## config.mk

```make
export PLATFORM = sky130hd
export DESIGN_NAME = unpacker_8to12
export DESIGN_NICKNAME = d
export VERILOG_FILES = /design/src/rtl/unpacker_8to12.sv
export SDC_FILE = /design/constraint.sdc
export NUM_CORES = 1
export LEC_CHECK = 0
export CORE_MARGIN = 4
export CORE_UTILIZATION = 44
export DETAILED_ROUTE_END_ITERATION = 8
export PLACE_DENSITY = 0.74
export SYNTH_ARGS = -nofsm -noshare
export SYNTH_HDL_FRONTEND = slang
export SYNTH_SLANG_ARGS = --single-unit
export TNS_END_PERCENT = 100
```

## constraint.sdc

```tcl
create_clock -name clk -period 1.5 [get_ports clk]
set_input_delay 0.225 -clock clk [delete_from_list [all_inputs] [get_ports clk]]
set_output_delay 0.225 -clock clk [all_outputs]
set_load 0.05 [all_outputs]
```

## src/rtl/unpacker_8to12.sv

```systemverilog
// Unpacks a byte stream of little-endian 12-bit sample pairs (3 bytes per 2 samples)
// into 12-bit samples, with valid/ready on both sides and an in_sync triplet marker.
module unpacker_8to12 #(
   parameter int ERR_W = 8
) (
   input  logic             clk,
   input  logic             nreset,
   input  logic [7:0]       in_data,
   input  logic             in_valid,
   input  logic             in_sync,
   output logic             in_ready,
   output logic [11:0]      out_data,
   output logic             out_valid,
   output logic             out_first,
   input  logic             out_ready,
   output logic [ERR_W-1:0] sync_errors
);

   typedef enum logic [1:0] {P0, P1, P2} phase_t;

   phase_t           r_phase;
   logic [7:0]       r_lo_byte;
   logic [3:0]       r_hi_nib;
   logic [11:0]      r_out_data;
   logic             r_out_valid;
   logic             r_out_first;
   logic [ERR_W-1:0] r_sync_errors;

   phase_t w_phase_eff;
   logic   w_in_ready;
   logic   w_accept;
   logic   w_consume;

   // A sync-marked byte restarts the triplet, so it is judged as if the phase were P0.
   assign w_phase_eff = (in_valid && in_sync) ? P0 : r_phase;

   // P0 bytes only fill lo_byte, so they never wait on the output register.
   assign w_in_ready  = (w_phase_eff == P0) || !r_out_valid || out_ready;
   assign w_accept    = in_valid && w_in_ready;
   assign w_consume   = r_out_valid && out_ready;

   // NOTE: all state below uses non-blocking assignments so every register samples the
   // pre-edge values; the later load assignment deliberately overrides the consume clear.
   always_ff @(posedge clk) begin
      if (!nreset) begin
         r_phase       <= P0;
         r_lo_byte     <= '0;
         r_hi_nib      <= '0;
         r_out_data    <= '0;
         r_out_valid   <= 1'b0;
         r_out_first   <= 1'b0;
         r_sync_errors <= '0;
      end else begin
         if (w_consume)
            r_out_valid <= 1'b0;

         if (w_accept) begin
            if (in_sync && (r_phase != P0) && !(&r_sync_errors))
               r_sync_errors <= r_sync_errors + ERR_W'(1);

            case (w_phase_eff)
               P0: begin
                  r_lo_byte <= in_data;
                  r_phase   <= P1;
               end
               P1: begin
                  r_out_data  <= {in_data[3:0], r_lo_byte};
                  r_out_first <= 1'b1;
                  r_out_valid <= 1'b1;
                  r_hi_nib    <= in_data[7:4];
                  r_phase     <= P2;
               end
               P2: begin
                  r_out_data  <= {in_data, r_hi_nib};
                  r_out_first <= 1'b0;
                  r_out_valid <= 1'b1;
                  r_phase     <= P0;
               end
               default: r_phase <= P0;
            endcase
         end
      end
   end

   assign in_ready    = w_in_ready;
   assign out_data    = r_out_data;
   assign out_valid   = r_out_valid;
   assign out_first   = r_out_first;
   assign sync_errors = r_sync_errors;

endmodule
```

==> impl_metrics.yaml, run 1 <==
synthesis:
  syn_inst: 168
  async_reset_ff_share_pct: 0
  synth_top_family_by_area: "compound AO/OA/AOI/OAI gates"
  synth_area_sq_um: 1593
  ys_ff_latch: 36
  yosys.area_share.xor_xnor_pct: 2.200
  synth_nets: 184
  yosysUniqueCellTypes: 32
  synth_seq_area_share_pct: 45.25
  synth_compound_area_share_pct: 17.91
  synth-edff-count: 0
  dominantRegCellSynth: "dfxtp_1"
  synthSimpleGateAreaFrac_pct: 14.69
  synthAdderAreaFrac_pct: 2.357
  muxShareOfSynthArea_pct: 13.20
  synth_area_per_cell_sq_um: 9.481
  yosysWarnings: 0
timing:
  worst_pin_slew_ns: 0.3326
  hold_viol: 0
  min_period_ns: 1.533
  layout_setup_ws_ns: -0.03262
  fin_crit_sh_pct: 102.2
  slew_headroom_pct: 77.73
  fmax_ghz: 0.6525
  finClkSkew_ns: 0.01486
  setup_viol: 14
  setup_tns_ns: -0.3230
  rsz0062_at_grt: "yes"
  slew_viol_final: 0
power:
  max-vdd-ir-drop_v: 0.0006426
  sw_frac_of_total_pct: 29.77
  power_density_nw_per_um2: 887.2
  internal_power_uw: 1408
  power_frac_clock_pct: 27.4
  p_leak_uw: 0.0009046
  pwr-share-seq_pct: 51.4
  p_sw_uw: 596.8
  pwr-share-comb_pct: 21.3
final_layout:
  antenna_cells: 0
  finalCoreUtilization_pct: 66.15
  drive_above_1_share_pct: 36.99
  multi_input_area_sq_um: 874.6
  fillers: 290
  nets: 234
  areaGrowthSynthToFinish_pct: 41.87
  fin_area_sq_um: 2260
  ff_latch_area_sq_um: 742.0
cts:
  cts_tree: "built"
  cts-htree-levels: 2
  cts.sink_count: 36
  clk_latency_ns: 0.34
  clk_path_buf_depth: 2
  cts-root-buf: "clkbuf_4"
  hold_buffers: 0
  numCtsBuffers: 5
  cts.clk_slew.worst_paths_ns: 0.11
worst_setup_path:
  r2r_slack_ns: -0.03
  crit_required_ns: 1.77
  ff2ff_path_depth: 7
  cp.arrival_ns: 1.80
  start_kind: "flip-flop"
  crit_start: "r_phase[0]"
  worstPathMaxFanout: 7
  cp-end-kind: "flip-flop"
  critPathKind: "reg2reg"
  crit_end: "out_data[0]"
  r2r_end: "out_data[0]"
  r2r-start: "r_phase[0]"
grt:
  grt.total_usage_pct: 17.04
  grt_max_degree: 25
  antenna_found_initial: 0
  overflow: 0
  grt_pass1_vias: 1291
  grt_first_pass_wirelength_um: 5851
floorplan:
  row_count: 21
  num_io_pins: 36
  dieArea_sq_um: 4646
  coreArea_sq_um: 3416
  die_x_um: 68.17
  die_h_um: 68.17
  initial_core_util_pct: 46.63
min_path:
  hold_path_class: "reg2reg"
  whs_path_depth: 2
placement:
  placed_area_sq_um: 2078
  post-dp-hpwl_um: 2462
  gp_congestion: 0.8156
  dp_slack_ns: -0.5047
  port_buffers: 35
drt:
  wl_per_cell_um: 14.51
  ant_nets: 0
  num_vias: 1411
  postRouteWirelength_um: 3844
  first_pass_iters: 4
  drtIter0Drc: 128
  avgViaCountPerCell: 5.325
  drc: 0
run_status:
  violations: "setup timing"
  status: "finished with violations"
flow_run:
  maxCapViolCount: 0
==> layer usage <==
layer | vias to the layer above | part of all wire [%] | GRT usage (%)
li1 | 695 | - | -
met1 | 680 | 43 | 20.47
met2 | 30 | 51 | 28.76
met3 | 6 | 4.7 | 5.090
met4 | 0 | 1.2 | 5.955
met5 | - | 0 | 0
==> sequential cells by signal, summed over array words and instances, names as in the netlist <==
signal / count
r_lo_byte: 8
out_valid: 1
r_hi_nib: 4
sync_errors: 8
out_first: 1
r_phase: 2
out_data: 12
==> power groups by stage <==
stage,clock network (uW),logic [uW],registers [uW]
6_report,549,426,1030
5_1_grt,603,456,1030
4_1_cts,561,426,1030
3_5_place_dp,0,392,1050
3_3_place_gp,0,383,1050
2_1_floorplan,0,158,1140
==> placed cells by master (no fill, tap or decap), types with 8 or more instances in the layout <==
master / instances
a211oi_2: 10
buf_4: 31
clkdlybuf4s50_1: 10
dfxtp_1: 25
dfxtp_2: 8
mux2i_1: 21
nand2_1: 8
nor2_1: 27
==> Yosys cell counts (2+ instances only) <==
cell | count | area share, %
dfxtp_1 | 36 | 45
nor2_1 | 29 | 6.8
mux2i_1 | 21 | 13
nand2_1 | 11 | 2.6
a211oi_1 | 7 | 3.3
a211oi_2 | 6 | 4.7
inv_1 | 6 | 1.4
nand3_1 | 6 | 1.9
o21ai_0 | 6 | 1.9
a21oi_1 | 5 | 1.6
clkbuf_1 | 5 | 1.2
o211ai_1 | 4 | 1.9
ha_1 | 3 | 2.4
buf_2 | 2 | 0.63
nand4_1 | 2 | 0.79
xnor2_1 | 2 | 1.1
xor2_1 | 2 | 1.1
==> critical path, stage by stage, from the launching register on <==
cell	delay [ns]
dfxtp_2	0.37
nand2_2	0.08
ha_4	0.25
a211oi_4	0.29
buf_6	0.16
buf_12	0.11
nor2_1	0.04
a211oi_1	0.15
==> repair_timing <==
action                                  4_1_cts  5_1_grt
endpoints found under the setup margin       15       17
gates resized for setup                       7       17
setup buffers                                 3        3
endpoints found under the hold margin         0        0
gates cloned                                  2        0
pin swaps                                     2       15
==> worst min path at each step <==
| stage | startpoint | endpoint | slack, ns |
|---|---|---|---|
| finish | r_hi_nib[1] | r_hi_nib[1] | 0.47 |
| global route | r_hi_nib[2] | r_hi_nib[2] | 0.50 |
| CTS | r_hi_nib[0] | r_hi_nib[0] | 0.47 |
| detailed placement | r_hi_nib[1] | r_hi_nib[1] | 0.45 |
| global placement | r_hi_nib[1] | r_hi_nib[1] | 0.44 |
| floorplan | in_data[4] | r_hi_nib[0] | 0.36 |
==> area by class of cell <==
cell class / instances / share of cell area [%]
multi-input combinational: 117 / 38.70
sequential: 36 / 32.83
timing repair buffer: 52 / 22.15
tap: 46 / 2.547
clock buffer: 7 / 2.436
inverter: 6 / 0.9967
clock inverter: 1 / 0.3322
==> cells by family (layout without fill, tap and decap cells) <==
group,Yosys count,in the layout
AOI/OAI and AO/OA,35,35
buffers and inverters,15,66
and+or+nand+nor,54,54
adders and majority gates,3,3
muxes,21,21
DFF,36,36
xor gates and xnor gates,4,4
==> per-stage QoR <==
| step | std cells | hold WS [ns] | total power [uW] |
|---|---|---|---|
| final | 265 | 0.4654 | 2005 |
| after global routing | 265 | 0.5028 | 2094 |
| after CTS | 264 | 0.4672 | 2017 |
| after detailed placement | 251 | 0.4522 | 1443 |
| after global placement | 251 | 0.4432 | 1431 |
| after floorplan | 168 | 0.3554 | 1296 |
Note: power is estimated with default switching activity, not from simulation.
==> inputs of run 2 (changes only) <==
==> constraint.sdc (replaced) <==
create_clock -name clk -period 1.3 [get_ports clk]
set_input_delay 0.195 -clock clk [delete_from_list [all_inputs] [get_ports clk]]
set_output_delay 0.195 -clock clk [all_outputs]
set_load 0.05 [all_outputs]
==> run 2 against run 1 <==
Effect of this change: the flow still finishes with violations (setup timing); die area unchanged; total power increased by 24%; non-clock buffer count increased by 18; via count increased by 11%; sequential power increased by 17%; clock power increased by 17%; register-to-register slack got worse by 0.21 ns; cell count increased by 6.8%; clock skew increased by 0.0032 ns; combinational power increased by 54%; critical path depth increased by 1; highest routed layer unchanged.
==> impl_metrics.yaml, run 2 (synthesis gave the netlist of run 1 again) <==
timing:
  slew_headroom_pct: 82.14
  fin_crit_sh_pct: 118.4
  setup_tns_ns: -3.998
  rsz0062_at_grt: "yes"
  hold_viol: 0
  fmax_ghz: 0.6496
  worst_pin_slew_ns: 0.2667
  layout_setup_ws_ns: -0.2394
  slew_viol_final: 0
  finClkSkew_ns: 0.01807
  setup_viol: 26
  min_period_ns: 1.539
worst_setup_path:
  cp-end-kind: "flip-flop"
  path_delay_family: "buffers and inverters"
  start_kind: "flip-flop"
  r2r-start: "r_phase[1]"
  critPathKind: "reg2reg"
  cpMostUsedCell: "buf_6"
  cp.arrival_ns: 1.77
  r2r_end: "out_data[9]"
  ff2ff_path_depth: 8
  max_stage_delay_ns: 0.37
  critPathBufInv: 4
  worstPathMaxFanout: 7
  cp_slowest_cell: "dfxtp_2"
  r2r_slack_ns: -0.24
  crit_chain: "nand2_2 > inv_2 > ha_4 > a211oi_4 > buf_6 > buf_6 > buf_16 > a211oi_2"
  crit_required_ns: 1.53
drt:
  avgViaCountPerCell: 5.537
  ant_nets: 0
  drtIter0Drc: 75
  first_pass_iters: 4
  drc: 0
  postRouteWirelength_um: 5284
  num_vias: 1567
  wl_per_cell_um: 18.67
cts:
  cts-root-buf: "clkbuf_4"
  cts.clk_slew.worst_paths_ns: 0.11
  numCtsBuffers: 5
  cts.sink_count: 36
  clk_latency_ns: 0.35
  cts_tree: "built"
  cts-htree-levels: 2
  hold_buffers: 0
  clk_path_buf_depth: 2
floorplan:
  initial_core_util_pct: 46.63
  dieArea_sq_um: 4646
  row_count: 21
  die_x_um: 68.17
  coreArea_sq_um: 3416
  num_io_pins: 36
  die_h_um: 68.17
power:
  max-vdd-ir-drop_v: 0.0008995
  p_leak_uw: 0.001096
  power_density_nw_per_um2: 874.5
  power_uw: 2495
grt:
  overflow: 0
  grt_pass1_vias: 1544
  grt.total_usage_pct: 21.81
  grt_max_degree: 17
  grt_first_pass_wirelength_um: 7320
  antenna_found_initial: 0
final_layout:
  finalCoreUtilization_pct: 83.52
  nets: 252
  areaGrowthSynthToFinish_pct: 79.10
  drive_above_1_share_pct: 48.95
  largest_reg_flops: 12
  most-common-layout-cells: "nor2_1, dfxtp_1, buf_12"
  fin_area_sq_um: 2853
  antenna_cells: 0
placement:
  placed_area_sq_um: 2450
  port_buffers: 35
  gp_congestion: 0.7899
  post-dp-hpwl_um: 2947
run_status:
  violations: "setup timing"
  status: "finished with violations"
flow_run:
  maxCapViolCount: 0
min_path:
  whs_path_depth: 2
  worstHoldEndpoint: "r_hi_nib[3]"
  hold_start: "r_hi_nib[3]"
  hold_path_class: "reg2reg"
run 2: layout make-up:
| cell class | instances | area (sq um) |
|---|---|---|
| Tap cell | 46 | 57.56 |
| Fill cell | 178 | 563.0 |
| Multi-Input combinational cell | 117 | 1008 |
| Sequential cell | 36 | 754.5 |
| Timing Repair Buffer | 70 | 950.9 |
| Inverter | 6 | 22.52 |
| Clock buffer | 8 | 58.81 |
run 2: power breakdown:
| part | total, uW | internal (uW) | switching (uW) |
|---|---|---|---|
| Clock | 642 | 267 | 376 |
| Sequential | 1200 | 1150 | 52.0 |
| Combinational | 655 | 328 | 327 |
| Total | 2490 | 1740 | 755 |
run 2: worst max-delay path by stage:
stage / start / to / depth (start not counted)
after global placement: in_valid / out_data[3] / 9
after global routing: r_phase[1] / out_data[6] / 8
after CTS: out_valid / in_ready / 4
final: r_phase[1] / out_data[9] / 8
after floorplan: r_phase[1] / out_data[11] / 6
after detailed placement: in_sync / out_data[3] / 9
run 2: what timing repair did:
item                       in CTS  in global routing
cloned                          3                  1
gates resized for setup        16                 32
pin swaps                       8                 16
setup buffers                   7                  6
setup endpoints to repair      32                 31
run 2: routing by layer:
| metal | up-vias | wire (um) | track usage [%] |
|---|---|---|---|
| met2 | 65 | 2694 | 35.74 |
| met5 | - | 0 | 0 |
| met1 | 739 | 1924 | 24.17 |
| li1 | 733 | - | - |
| met3 | 30 | 330 | 7.225 |
| met4 | 0 | 335 | 13.65 |
run 2: worst min-delay path, delay by kind of cell (launching register included):
kind               cells  cell delay (ns)
DFF                    1             0.32
AOI/OAI and AO/OA      1             0.06
and+or+nand+nor        1             0.05
run 2: through the flow:
stage / std cells / hold WS [ns] / setup slack (ns)
floorplan: 168 / 0.3254 / -0.1726
global placement: 259 / 0.4451 / -0.5918
detailed placement: 259 / 0.4555 / -0.7083
CTS: 277 / 0.4695 / -0.2097
global route: 283 / 0.5063 / -0.2806
finish: 283 / 0.4656 / -0.2394
